<file path="src/rtl/cpu_ctrl_pkg.sv">
// Shared definitions for the Mini-SRC hardwired control sequencer.
// Latency: n/a (constants, types and a pure helper function only).
// Backpressure: n/a.
// Contents: 5-bit opcode constants, opcode-class enum, mode enum,
// step encodings, the control-strobe bundle and the last-step lookup.
package cpu_ctrl_pkg;

  localparam logic [4:0] OP_LD   = 5'b00000;
  localparam logic [4:0] OP_LDI  = 5'b00001;
  localparam logic [4:0] OP_ST   = 5'b00010;
  localparam logic [4:0] OP_ADD  = 5'b00011;
  localparam logic [4:0] OP_SUB  = 5'b00100;
  localparam logic [4:0] OP_AND  = 5'b00101;
  localparam logic [4:0] OP_OR   = 5'b00110;
  localparam logic [4:0] OP_SHR  = 5'b00111;
  localparam logic [4:0] OP_SHRA = 5'b01000;
  localparam logic [4:0] OP_SHL  = 5'b01001;
  localparam logic [4:0] OP_ROR  = 5'b01010;
  localparam logic [4:0] OP_ROL  = 5'b01011;
  localparam logic [4:0] OP_ADDI = 5'b01100;
  localparam logic [4:0] OP_ANDI = 5'b01101;
  localparam logic [4:0] OP_ORI  = 5'b01110;
  localparam logic [4:0] OP_MUL  = 5'b01111;
  localparam logic [4:0] OP_DIV  = 5'b10000;
  localparam logic [4:0] OP_NEG  = 5'b10001;
  localparam logic [4:0] OP_NOT  = 5'b10010;
  localparam logic [4:0] OP_BR   = 5'b10011;
  localparam logic [4:0] OP_JR   = 5'b10100;
  localparam logic [4:0] OP_JAL  = 5'b10101;
  localparam logic [4:0] OP_IN   = 5'b10110;
  localparam logic [4:0] OP_OUT  = 5'b10111;
  localparam logic [4:0] OP_MFHI = 5'b11000;
  localparam logic [4:0] OP_MFLO = 5'b11001;
  localparam logic [4:0] OP_NOP  = 5'b11010;
  localparam logic [4:0] OP_HALT = 5'b11011;

  typedef enum logic [3:0] {
    CLS_ALU3, CLS_IMM, CLS_LDI, CLS_MULDIV, CLS_NEGNOT, CLS_LD, CLS_ST, CLS_BR,
    CLS_JR, CLS_JAL, CLS_IN, CLS_OUT, CLS_MFHI, CLS_MFLO, CLS_NOP, CLS_HALT
  } opclass_e;

  // Mode plus 3-bit step together form the sequencer state.
  typedef enum logic [1:0] {
    MODE_IDLE = 2'd0,
    MODE_RUN  = 2'd1,
    MODE_HALT = 2'd2
  } mode_e;

  localparam logic [2:0] T0 = 3'd0;
  localparam logic [2:0] T1 = 3'd1;
  localparam logic [2:0] T2 = 3'd2;
  localparam logic [2:0] T3 = 3'd3;
  localparam logic [2:0] T4 = 3'd4;
  localparam logic [2:0] T5 = 3'd5;
  localparam logic [2:0] T6 = 3'd6;
  localparam logic [2:0] T7 = 3'd7;

  // Field order matches the top-level port concatenation.
  typedef struct packed {
    logic pc_out, zhigh_out, zlow_out, mdr_out, hi_out, lo_out, inport_out, c_out;
    logic mar_in, pc_in, mdr_in, ir_in, y_in, hi_in, lo_in, zhigh_in, zlow_in;
    logic con_in, outport_in, r15_in;
    logic inc_pc, read, write;
    logic gra, grb, grc, r_in, r_out, ba_out;
  } ctrl_t;

  // Final execute step of each class; HALT never reaches execute.
  function automatic logic [2:0] last_step(opclass_e cls);
    case (cls)
      CLS_ALU3, CLS_IMM, CLS_LDI: last_step = T5;
      CLS_MULDIV, CLS_BR:         last_step = T6;
      CLS_NEGNOT, CLS_JAL:        last_step = T4;
      CLS_LD, CLS_ST:             last_step = T7;
      default:                    last_step = T3;
    endcase
  endfunction

endpackage

</file>
<file path="src/rtl/ctrl_opclass_decode.sv">
// Maps the 5-bit opcode to its execute-sequence class.
// Latency: combinational.
// Backpressure: none.
// Ports: opcode (ir[31:27]) in, opclass out; unused opcodes decode as NOP.
module ctrl_opclass_decode
  import cpu_ctrl_pkg::*;
(
  input  logic [4:0] opcode,
  output opclass_e   opclass
);

  always_comb begin
    opclass = CLS_NOP;
    case (opcode)
      OP_ADD, OP_SUB, OP_AND, OP_OR, OP_SHR, OP_SHRA, OP_SHL, OP_ROR, OP_ROL:
        opclass = CLS_ALU3;
      OP_ADDI, OP_ANDI, OP_ORI: opclass = CLS_IMM;
      OP_LDI:                   opclass = CLS_LDI;
      OP_MUL, OP_DIV:           opclass = CLS_MULDIV;
      OP_NEG, OP_NOT:           opclass = CLS_NEGNOT;
      OP_LD:                    opclass = CLS_LD;
      OP_ST:                    opclass = CLS_ST;
      OP_BR:                    opclass = CLS_BR;
      OP_JR:                    opclass = CLS_JR;
      OP_JAL:                   opclass = CLS_JAL;
      OP_IN:                    opclass = CLS_IN;
      OP_OUT:                   opclass = CLS_OUT;
      OP_MFHI:                  opclass = CLS_MFHI;
      OP_MFLO:                  opclass = CLS_MFLO;
      OP_HALT:                  opclass = CLS_HALT;
      default:                  opclass = CLS_NOP;
    endcase
  end

endmodule

</file>
<file path="src/rtl/cpu_control_unit.sv">
// Hardwired Mini-SRC control sequencer: fetch T0-T2, execute T3-T7 per opcode class.
// Latency: one state per cycle; class latched at end of T2; strobes decoded from registered state.
// Backpressure: with CTRL_MEM_WAIT_EN defined, T1 / ld T6 / st T7 hold until mem_ready=1.
// Ports: clk, clr (async active-low), ir, con_ff, stop, [mem_ready]; bus-source selects,
// register load enables, IncPC/Read/Write, GRA/GRB/GRC/R_in/R_out/BAout, run.
module cpu_control_unit
  import cpu_ctrl_pkg::*;
#(
  parameter int unsigned RESET_PC_HOLD = 0
) (
  input  logic        clk,
  input  logic        clr,
  input  logic [31:0] ir,
  input  logic        con_ff,
  input  logic        stop,
`ifdef CTRL_MEM_WAIT_EN
  input  logic        mem_ready,
`endif
  output logic        PCout,
  output logic        ZHighout,
  output logic        ZLowout,
  output logic        MDRout,
  output logic        HIout,
  output logic        LOout,
  output logic        InPortout,
  output logic        Cout,
  output logic        MARin,
  output logic        PCin,
  output logic        MDRin,
  output logic        IRin,
  output logic        Yin,
  output logic        HIin,
  output logic        LOin,
  output logic        ZHighIn,
  output logic        ZLowIn,
  output logic        CONin,
  output logic        OutPortin,
  output logic        R15in,
  output logic        IncPC,
  output logic        Read,
  output logic        Write,
  output logic        GRA,
  output logic        GRB,
  output logic        GRC,
  output logic        R_in,
  output logic        R_out,
  output logic        BAout,
  output logic        run
);

  localparam logic [1:0] HOLD_CYC = 2'(RESET_PC_HOLD);

  mode_e      mode_q, mode_d;
  logic [2:0] step_q, step_d;
  opclass_e   opclass_q, opclass_d;
  logic [1:0] hold_q, hold_d;
  opclass_e   dec_cls;
  logic       mem_wait;
  ctrl_t      ctrl;
  logic       ir_unused;

  // Only the opcode field steers sequencing; operand fields go to the datapath.
  assign ir_unused = ^ir[26:0];

  ctrl_opclass_decode u_decode (
    .opcode  (ir[31:27]),
    .opclass (dec_cls)
  );

  // Memory-access steps stall while the RAM is not ready.
  always_comb begin
    mem_wait = 1'b0;
`ifdef CTRL_MEM_WAIT_EN
    if (mode_q == MODE_RUN && !mem_ready) begin
      if (step_q == T1 ||
          (step_q == T6 && opclass_q == CLS_LD) ||
          (step_q == T7 && opclass_q == CLS_ST)) begin
        mem_wait = 1'b1;
      end
    end
`endif
  end

  always_ff @(posedge clk or negedge clr) begin
    if (!clr) begin
      mode_q    <= MODE_IDLE;
      step_q    <= T0;
      opclass_q <= CLS_NOP;
      hold_q    <= 2'd0;
    end else begin
      mode_q    <= mode_d;
      step_q    <= step_d;
      opclass_q <= opclass_d;
      hold_q    <= hold_d;
    end
  end

  always_comb begin
    mode_d    = mode_q;
    step_d    = step_q;
    opclass_d = opclass_q;
    hold_d    = hold_q;
    case (mode_q)
      MODE_IDLE: begin
        if (hold_q == HOLD_CYC) begin
          mode_d = MODE_RUN;
          step_d = T0;
          hold_d = 2'd0;
        end else begin
          hold_d = hold_q + 2'd1;
        end
      end
      MODE_RUN: begin
        if (!mem_wait) begin
          if (step_q == T2) begin
            // The class comes straight from IR here; halt skips execute entirely.
            opclass_d = dec_cls;
            if (dec_cls == CLS_HALT) begin
              mode_d = MODE_HALT;
              step_d = T0;
            end else begin
              step_d = T3;
            end
          end else if (step_q < T2) begin
            step_d = step_q + 3'd1;
          end else if (step_q == last_step(opclass_q)) begin
            step_d = T0;
            if (stop) mode_d = MODE_HALT;
          end else begin
            step_d = step_q + 3'd1;
          end
        end
      end
      MODE_HALT: begin
        mode_d = MODE_HALT;
      end
      default: begin
        mode_d = MODE_IDLE;
        step_d = T0;
      end
    endcase
  end

  // Strobes depend only on registered state, except branch PCin which
  // qualifies on con_ff during T6.
  always_comb begin
    ctrl = '0;
    if (mode_q == MODE_RUN) begin
      case (step_q)
        T0: begin ctrl.pc_out = 1'b1; ctrl.mar_in = 1'b1; ctrl.inc_pc = 1'b1; end
        T1: begin ctrl.read = 1'b1; ctrl.mdr_in = 1'b1; end
        T2: begin ctrl.mdr_out = 1'b1; ctrl.ir_in = 1'b1; end
        default: begin
          case (opclass_q)
            CLS_ALU3: case (step_q)
              T3: begin ctrl.grb = 1'b1; ctrl.r_out = 1'b1; ctrl.y_in = 1'b1; end
              T4: begin ctrl.grc = 1'b1; ctrl.r_out = 1'b1; ctrl.zlow_in = 1'b1; end
              T5: begin ctrl.zlow_out = 1'b1; ctrl.gra = 1'b1; ctrl.r_in = 1'b1; end
              default: ;
            endcase
            CLS_IMM, CLS_LDI: case (step_q)
              T3: begin
                ctrl.grb = 1'b1; ctrl.y_in = 1'b1;
                // ldi forces a zero base through the BA gate.
                if (opclass_q == CLS_LDI) ctrl.ba_out = 1'b1;
                else                      ctrl.r_out  = 1'b1;
              end
              T4: begin ctrl.c_out = 1'b1; ctrl.zlow_in = 1'b1; end
              T5: begin ctrl.zlow_out = 1'b1; ctrl.gra = 1'b1; ctrl.r_in = 1'b1; end
              default: ;
            endcase
            CLS_MULDIV: case (step_q)
              T3: begin ctrl.gra = 1'b1; ctrl.r_out = 1'b1; ctrl.y_in = 1'b1; end
              T4: begin
                ctrl.grb = 1'b1; ctrl.r_out = 1'b1;
                ctrl.zhigh_in = 1'b1; ctrl.zlow_in = 1'b1;
              end
              T5: begin ctrl.zlow_out = 1'b1; ctrl.lo_in = 1'b1; end
              T6: begin ctrl.zhigh_out = 1'b1; ctrl.hi_in = 1'b1; end
              default: ;
            endcase
            CLS_NEGNOT: case (step_q)
              T3: begin ctrl.grb = 1'b1; ctrl.r_out = 1'b1; ctrl.zlow_in = 1'b1; end
              T4: begin ctrl.zlow_out = 1'b1; ctrl.gra = 1'b1; ctrl.r_in = 1'b1; end
              default: ;
            endcase
            CLS_LD, CLS_ST: case (step_q)
              T3: begin ctrl.grb = 1'b1; ctrl.ba_out = 1'b1; ctrl.y_in = 1'b1; end
              T4: begin ctrl.c_out = 1'b1; ctrl.zlow_in = 1'b1; end
              T5: begin ctrl.zlow_out = 1'b1; ctrl.mar_in = 1'b1; end
              T6: begin
                ctrl.mdr_in = 1'b1;
                if (opclass_q == CLS_LD) ctrl.read = 1'b1;
                else begin ctrl.gra = 1'b1; ctrl.r_out = 1'b1; end
              end
              T7: begin
                if (opclass_q == CLS_LD) begin
                  ctrl.mdr_out = 1'b1; ctrl.gra = 1'b1; ctrl.r_in = 1'b1;
                end else begin
                  ctrl.write = 1'b1;
                end
              end
              default: ;
            endcase
            CLS_BR: case (step_q)
              T3: begin ctrl.gra = 1'b1; ctrl.r_out = 1'b1; ctrl.con_in = 1'b1; end
              T4: begin ctrl.pc_out = 1'b1; ctrl.y_in = 1'b1; end
              T5: begin ctrl.c_out = 1'b1; ctrl.zlow_in = 1'b1; end
              T6: begin ctrl.zlow_out = 1'b1; ctrl.pc_in = con_ff; end
              default: ;
            endcase
            CLS_JR: if (step_q == T3) begin
              ctrl.gra = 1'b1; ctrl.r_out = 1'b1; ctrl.pc_in = 1'b1;
            end
            CLS_JAL: case (step_q)
              T3: begin ctrl.pc_out = 1'b1; ctrl.r15_in = 1'b1; end
              T4: begin ctrl.gra = 1'b1; ctrl.r_out = 1'b1; ctrl.pc_in = 1'b1; end
              default: ;
            endcase
            CLS_IN:   if (step_q == T3) begin ctrl.inport_out = 1'b1; ctrl.gra = 1'b1; ctrl.r_in = 1'b1; end
            CLS_OUT:  if (step_q == T3) begin ctrl.gra = 1'b1; ctrl.r_out = 1'b1; ctrl.outport_in = 1'b1; end
            CLS_MFHI: if (step_q == T3) begin ctrl.hi_out = 1'b1; ctrl.gra = 1'b1; ctrl.r_in = 1'b1; end
            CLS_MFLO: if (step_q == T3) begin ctrl.lo_out = 1'b1; ctrl.gra = 1'b1; ctrl.r_in = 1'b1; end
            default: ;
          endcase
        end
      endcase
    end
  end

  assign {PCout, ZHighout, ZLowout, MDRout, HIout, LOout, InPortout, Cout,
          MARin, PCin, MDRin, IRin, Yin, HIin, LOin, ZHighIn, ZLowIn,
          CONin, OutPortin, R15in, IncPC, Read, Write,
          GRA, GRB, GRC, R_in, R_out, BAout} = ctrl;

  assign run = (mode_q == MODE_RUN);

endmodule

</file>
<file path="config.mk">
export PLATFORM = sky130hd
export DESIGN_NAME = cpu_control_unit
export DESIGN_NICKNAME = d
export VERILOG_FILES = /design/src/rtl/cpu_ctrl_pkg.sv /design/src/rtl/ctrl_opclass_decode.sv /design/src/rtl/cpu_control_unit.sv
export SDC_FILE = /design/constraint.sdc
export NUM_CORES = 1
export LEC_CHECK = 0
export CAP_MARGIN = 20
export CORE_MARGIN = 5
export CORE_UTILIZATION = 61
export DETAILED_ROUTE_END_ITERATION = 12
export DONT_BUFFER_PORTS = 1
export PLACE_DENSITY = 0.76
export SYNTH_ARGS = -nofsm -noshare
export SYNTH_HDL_FRONTEND = slang
export SYNTH_SLANG_ARGS = --single-unit
export TNS_END_PERCENT = 10
</file>
<file path="constraint.sdc">
create_clock -name clk -period 5.8 [get_ports clk]
set_input_delay 1.16 -clock clk [delete_from_list [all_inputs] [get_ports clk]]
set_output_delay 1.16 -clock clk [all_outputs]
set_load 0.005 [all_outputs]
</file>
=== After elaboration in Yosys (flattened, before gate mapping) ===
Memories as Yosys holds them, arrays and structs flattened.
Index checks and enable logic that the tools add are counted.

* Register bits after elaboration: 11
* ROM bits: 176
* Output and inout bits: 30
* Logic and storage cells: 134
* Memories: 2

{| class="wikitable"
|+ Memory list
! memory !! depth !! bits a word !! read ports !! clocked after Yosys merged registers in !! write ports !! RTL line !! RTL
|-
| (no name shown) || 32 || 4 || 1 || 0 || 0 || ctrl_opclass_decode.sv:14 || <nowiki>case (opcode)</nowiki>
|-
| (no name shown) || 16 || 3 || 1 || 0 || 0 || cpu_ctrl_pkg.sv:69 || <nowiki>case (cls)</nowiki>
|}

* Add/sub/neg operators: 2
* Magnitude comparators: 1
* Eq/ne operators: 29
* Mux-type cells: 71
* Bitwise logic cells: 1
* Reduce and logical (&&, ||, !) cells: 24

{| class="wikitable"
|+ Operators with widths
! operator !! count
|-
| two-way mux 29 bit || 1
|-
| == test 4 bit, second input constant || 7
|-
| two-way mux 1 bit || 28
|-
| two-way mux 2 bit || 12
|-
| two-way mux 3 bit || 8
|-
| case mux 1 bit (2 select lines) || 11
|-
| == test 4 x 3 -> 1 bit, second input constant || 4
|-
| OR reduction 2 bit || 8
|-
| == test 3 bit, second input constant || 4
|-
| case mux 1 bit (4 select lines) || 3
|-
| OR reduction 6 bit || 2
|-
| case mux 3 bit (3 select lines) || 1
|-
| OR reduction 3 bit || 3
|-
| == test 4 x 2 -> 1 bit, second input constant || 2
|-
| two-way mux 8 bit || 1
|-
| OR reduction 4 bit || 2
|-
| two-way mux 7 bit || 1
|-
| OR reduction 7 bit || 1
|-
| == test 3 x 2 -> 1 bit, second input constant || 2
|-
| != test 3 x 2 -> 1 bit, second input constant || 2
|-
| case mux 1 bit (3 select lines) || 2
|-
| case mux 2 bit (3 select lines) || 1
|-
| case mux 1 bit (5 select lines) || 1
|-
| AND reduction 5 bit || 1
|-
| other kinds (18) || 20
|}

=== Logic depth before layout (Yosys ltp) ===
* Depth in word-level cells: 9
* Mapped depth: 10
* Mapped depth without buffers: 8

=== By module ===
A second synthesis with hierarchy kept.

* Cell total of the unflattened synthesis: 227
* Area total of the unflattened synthesis: 1705.4 um^2

{| class="wikitable"
|+ By module, submodules not included
! module !! instances !! cells an instance !! area each (um^2)
|-
| cpu_control_unit || 1 || 202 || 1511.4
|-
| ctrl_opclass_decode || 1 || 25 || 193.9
|}

=== Worst setup path before layout ===
No wires, ideal clock.

* Path type: reg-to-output
* From: reg opclass_q[1]
* To: out GRA
* Arrival time: 1.685 ns
* Data required time: 4.640 ns
* Path slack: 2.955 ns
* Cell stages (with the launch flop): 8
* Path buffers: 1
* Path through: dfstp_2 inv_1 ha_1 buf_4 nor3_1 nor4_1 nor4_1 a31oi_1

* Word-level cells in the longest chain between the ends: 6

{| class="wikitable"
|+ RTL lines
! element !! RTL line !! RTL
|-
| from (decl) || cpu_control_unit.sv:55 || <nowiki>opclass_e opclass_q, opclass_d;</nowiki>
|-
| from (signal assigned) || cpu_control_unit.sv:93 || <nowiki>opclass_q <= opclass_d;</nowiki>
|-
| == test 4 x 3 -> 1 bit || cpu_control_unit.sv:154, cpu_control_unit.sv:193, cpu_control_unit.sv:197 ||
|-
| two-way mux 1 bit (on tied branches) || cpu_control_unit.sv:197, cpu_control_unit.sv:193 ||
|-
| case mux 1 bit (2 select lines) || cpu_control_unit.sv:187 || <nowiki>CLS_LD, CLS_ST: case (step_q)</nowiki>
|-
| case mux 1 bit (4 select lines) (*) || cpu_control_unit.sv:154 || <nowiki>case (opclass_q)</nowiki>
|-
| two-way mux 7 bit (*) || cpu_control_unit.sv:149 || <nowiki>case (step_q)</nowiki>
|-
| two-way mux 29 bit (*) || cpu_control_unit.sv:148 || <nowiki>if (mode_q == MODE_RUN) begin</nowiki>
|-
| to (decl) || cpu_control_unit.sv:42 || <nowiki>output logic GRA,</nowiki>
|}

Every way passes the cells marked *; elsewhere a longest branch is shown, timed or not.

=== Worst setup path after layout ===
* From: reg step_q[2]
* To: out GRA

* Word-level cells in the longest chain between the ends: 5

{| class="wikitable"
|+ RTL lines
! element !! RTL line !! RTL
|-
| from (decl) || cpu_control_unit.sv:54 || <nowiki>logic [2:0] step_q, step_d;</nowiki>
|-
| from (signal assigned) || cpu_control_unit.sv:92 || <nowiki>step_q <= step_d;</nowiki>
|-
| == test 3 bit, or another cell as far along || cpu_control_unit.sv:187 ||
|-
| case mux 1 bit (2 select lines), or another cell as far along || cpu_control_unit.sv:187 ||
|-
| case mux 1 bit (4 select lines) || cpu_control_unit.sv:154 ||
|-
| two-way mux 7 bit (*) || cpu_control_unit.sv:149 ||
|-
| two-way mux 29 bit (*) || cpu_control_unit.sv:148 ||
|}

Marked as above.

==> results.py <==
metrics = {
    "critical_path": {
        "required_ns": 4.64,
        "worstRegToRegCells": 8,
        "critPathLaunchType": "flip-flop",
        "cp_num_buf_inv": 1,
        "crit_arrival_ns": 2.30,
        "slowest_stage": "dfrtp_1",
        "slowest_delay_ns": 0.71,
        "crit_cells": 6,
        "cp_max_fo": 19,
        "endpoint_kind": "primary output",
        "cp_cell_sequence": "inv_1 -> ha_1 -> nand2_1 -> a211oi_1 -> nor4_1 -> a31oi_1",
        "path_delay_family": "flip-flops",
        "worstSetupPathType": "reg -> out",
    },
    "clock_network": {
        "ctsResizeCount": 0,
        "insertion_delay_ns": 0.26,
        "clockRootBuffer": "clkbuf_4",
        "htree_levels": 1,
        "clk_pin_slew_worst_paths_ns": 0.07,
        "cts_setup_buffers": 0,
        "numClockSinks": 11,
        "clockBufferDepth": 2,
        "cts_tree": "built",
        "cts_inserted_buffers": 3,
        "ctsHoldBuffers": 0,
    },
    "detailed_routing": {
        "drc": 0,
        "drt-wirelength-per-cell_um": 15.8,
        "first_pass_iters": 6,
        "num_vias": 1527,
        "drtAntennaViolNets": 0,
        "routed_wl_um": 3830,
        "viasPerCell": 6.28,
        "first_iter_violations": 176,
    },
    "final_layout": {
        "multiInputGateArea_sq_um": 1210,
        "fin_cells": 243,
        "diodes": 0,
        "areaGrowthSynthToFinish_pct": -1.22,
        "fillers": 234,
        "final_nets": 270,
        "seq_area_sq_um": 279,
        "drive_gt1_frac": 0.0704,
        "fin_area_sq_um": 1620,
    },
    "global_routing": {
        "grtUsageMet2": 0.387,
        "top_usage_layer": "met2",
        "grt_max_degree": 23,
        "grt_pass1_wl_um": 6190,
        "grt.overflow.total": 0,
        "track_usage": 0.209,
        "met3_usage": 0.0145,
        "antenna_found_initial": 0,
        "grt_pass1_vias": 1330,
        "grtUsageMet1": 0.265,
    },
    "timing": {
        "relSlewSlack": 0.620,
        "tightest_slew_ns": 0.570,
        "hold_violations": 0,
        "post-route-period-util": 0.596,
        "setup_viol": 0,
        "fin_worst_skew_ns": 0.00762,
        "fmax_mhz": 289,
        "final_max_slew_viol_count": 0,
        "setup_slack_ns": 2.34,
        "rsz0062_at_grt": "no",
        "period_minus_slack_ns": 3.46,
        "setup-tns-final_ns": 0,
    },
    "synthesis": {
        "seq_area_frac_synth": 0.171,
        "yosys-top-cells-area": "ha_1, dfrtp_1, nor2_1, nand2_1, o21ai_0",
        "netlist.area_leader.share": 0.153,
        "synth-seq-cells": 11,
        "postSynthAreaPerCell_sq_um": 7.27,
        "synth.distinct_cells": 48,
        "syn_nets": 281,
        "yosysWarnings": 0,
        "synth-main-ff-cell": "dfrtp_1",
        "syn_area_sq_um": 1640,
        "synth_edf_count": 0,
        "synth_top_area_cell": "ha_1",
        "syn_inst": 225,
        "async_flop_share": 1.00,
    },
    "place": {
        "placed_cells": 239,
        "gp_congestion": 0.901,
        "placed_area_sq_um": 1590,
        "io_buffers": 0,
        "pre_cts_slack_ns": 2.66,
        "dp_hpwl_um": 3020,
    },
    "pwr": {
        "pwr-share-comb": 0.668,
        "switchingPower_mw": 0.359,
        "p_leak_nw": 0.670,
        "vdd_drop_max_v": 0.000333,
        "sw_frac_of_total": 0.522,
        "power_density_nw_per_um2": 426,
        "power_frac_seq": 0.262,
        "internal_power_mw": 0.328,
        "pwr-share-clk": 0.071,
    },
    "job": {
        "maxCapViolations": 0,
    },
    "floorplanning": {
        "coreArea_sq_um": 2520,
        "row_count": 18,
        "dieArea_sq_um": 3820,
        "num_io_pins": 66,
        "start_util": 0.648,
        "die_width_um": 61.8,
        "dieHeight_um": 61.8,
    },
    "run_status": {
        "status": "completed",
    },
    "min_path": {
        "holdPathStages": 2,
        "worstHoldPathType": "reg -> reg",
    },
}
kinds of logic after synthesis:
kind of cell	Yosys count	synth area share
AND/OR/NAND/NOR	97	0.294
adder cells (fa/ha/maj)	20	0.153
AO/OA/AOI/OAI	55	0.232
multiplexers	7	0.0497
XOR/XNOR	2	0.0107
flip-flops	11	0.171
buffers and inverters	33	0.0903
worst min-delay path: cells and delay by family, from the launching register on:
family | cells | cell delay [ns]
AOI/OAI and AO/OA | 1 | 0.08
DFF | 1 | 0.39
and+or+nand+nor | 1 | 0.06
flip-flops by register name, indices dropped and copies added (netlist names):
name / count
opclass_q: 4
step_q: 3
hold_q: 2
mode_q: 2
path summary, 6_finish.rpt:
| check | from | to | slack (ns) |
|---|---|---|---|
| worst max register to register | opclass_q[1]$_DFFE_PN1P_ | mode_q[0]$_DFFE_PN0P_ | 3.35 |
| worst min register to register | opclass_q[1]$_DFFE_PN1P_ | opclass_q[1]$_DFFE_PN1P_ | 0.55 |
| max in group asynchronous | clr | opclass_q[3]$_DFFE_PN1P_ | 5.03 |
| worst min-delay path | opclass_q[1]$_DFFE_PN1P_ | opclass_q[1]$_DFFE_PN1P_ | 0.55 |
| worst max-delay path | step_q[2]$_DFFE_PN0P_ | GRA | 2.34 |
| min in group asynchronous | clr | mode_q[1]$_DFFE_PN0P_ | 0.59 |
cell type report:
type | instances | area share
Inverter | 17 | 0.0395
Tap cell | 30 | 0.0232
Clock buffer | 4 | 0.0163
Sequential cell | 11 | 0.173
Multi-Input combinational cell | 181 | 0.748
cells in the mapped netlist (5+ instances only):
library cell  instances
nand2_1              25
clkbuf_1             11
nor3_1               10
nand3_1               6
nor2_1               29
dfrtp_1               8
nor2b_1               7
and3_1                5
ha_1                 20
a21oi_1              10
o21ai_0              17
inv_1                17
through the flow:
step	hold slack, ns	util	power [mW]
2_1_floorplan	0.488	-	0.561
3_3_place_gp	0.513	0.630	0.616
3_5_place_dp	0.535	0.630	0.636
4_1_cts	0.553	0.640	0.686
5_1_grt	0.571	0.640	0.756
6_report	0.546	0.640	0.688
routing by layer:
metal	vias to the layer above	wire [um]
met1	727	1680
met2	41	1890
met5	-	0
met3	4	233
met4	0	25
li1	755	-
placed cells by master, fill, tap and decap left out, types with 3 or more instances in the layout:
cell type | synthesis | layout
and2_1 | 3 | 3
and3_1 | 5 | 5
ha_1 | 20 | 20
inv_1 | 17 | 17
a21o_1 | 3 | 3
nor2b_1 | 7 | 7
nor2_1 | 29 | 29
nand2b_1 | 3 | 3
nand2_1 | 25 | 25
o21a_1 | 4 | 4
o21ai_0 | 17 | 17
dfrtp_1 | 8 | 8
nand3_1 | 6 | 6
a21oi_1 | 10 | 10
nor4_1 | 4 | 4
nor3_1 | 10 | 10
clkbuf_4 | 0 | 3
dfstp_2 | 3 | 3
mux2i_1 | 4 | 4
power by group through the flow:
| stage | clock [mW] | combinational, mW | sequential [mW] |
|---|---|---|---|
| after global routing | 0.0554 | 0.513 | 0.188 |
| after global placement | 0 | 0.440 | 0.176 |
| after floorplan | 0 | 0.423 | 0.137 |
| after detailed placement | 0 | 0.456 | 0.180 |
| final | 0.0487 | 0.459 | 0.180 |
| after CTS | 0.0500 | 0.458 | 0.179 |
Note: power is estimated with default switching activity, not from simulation.
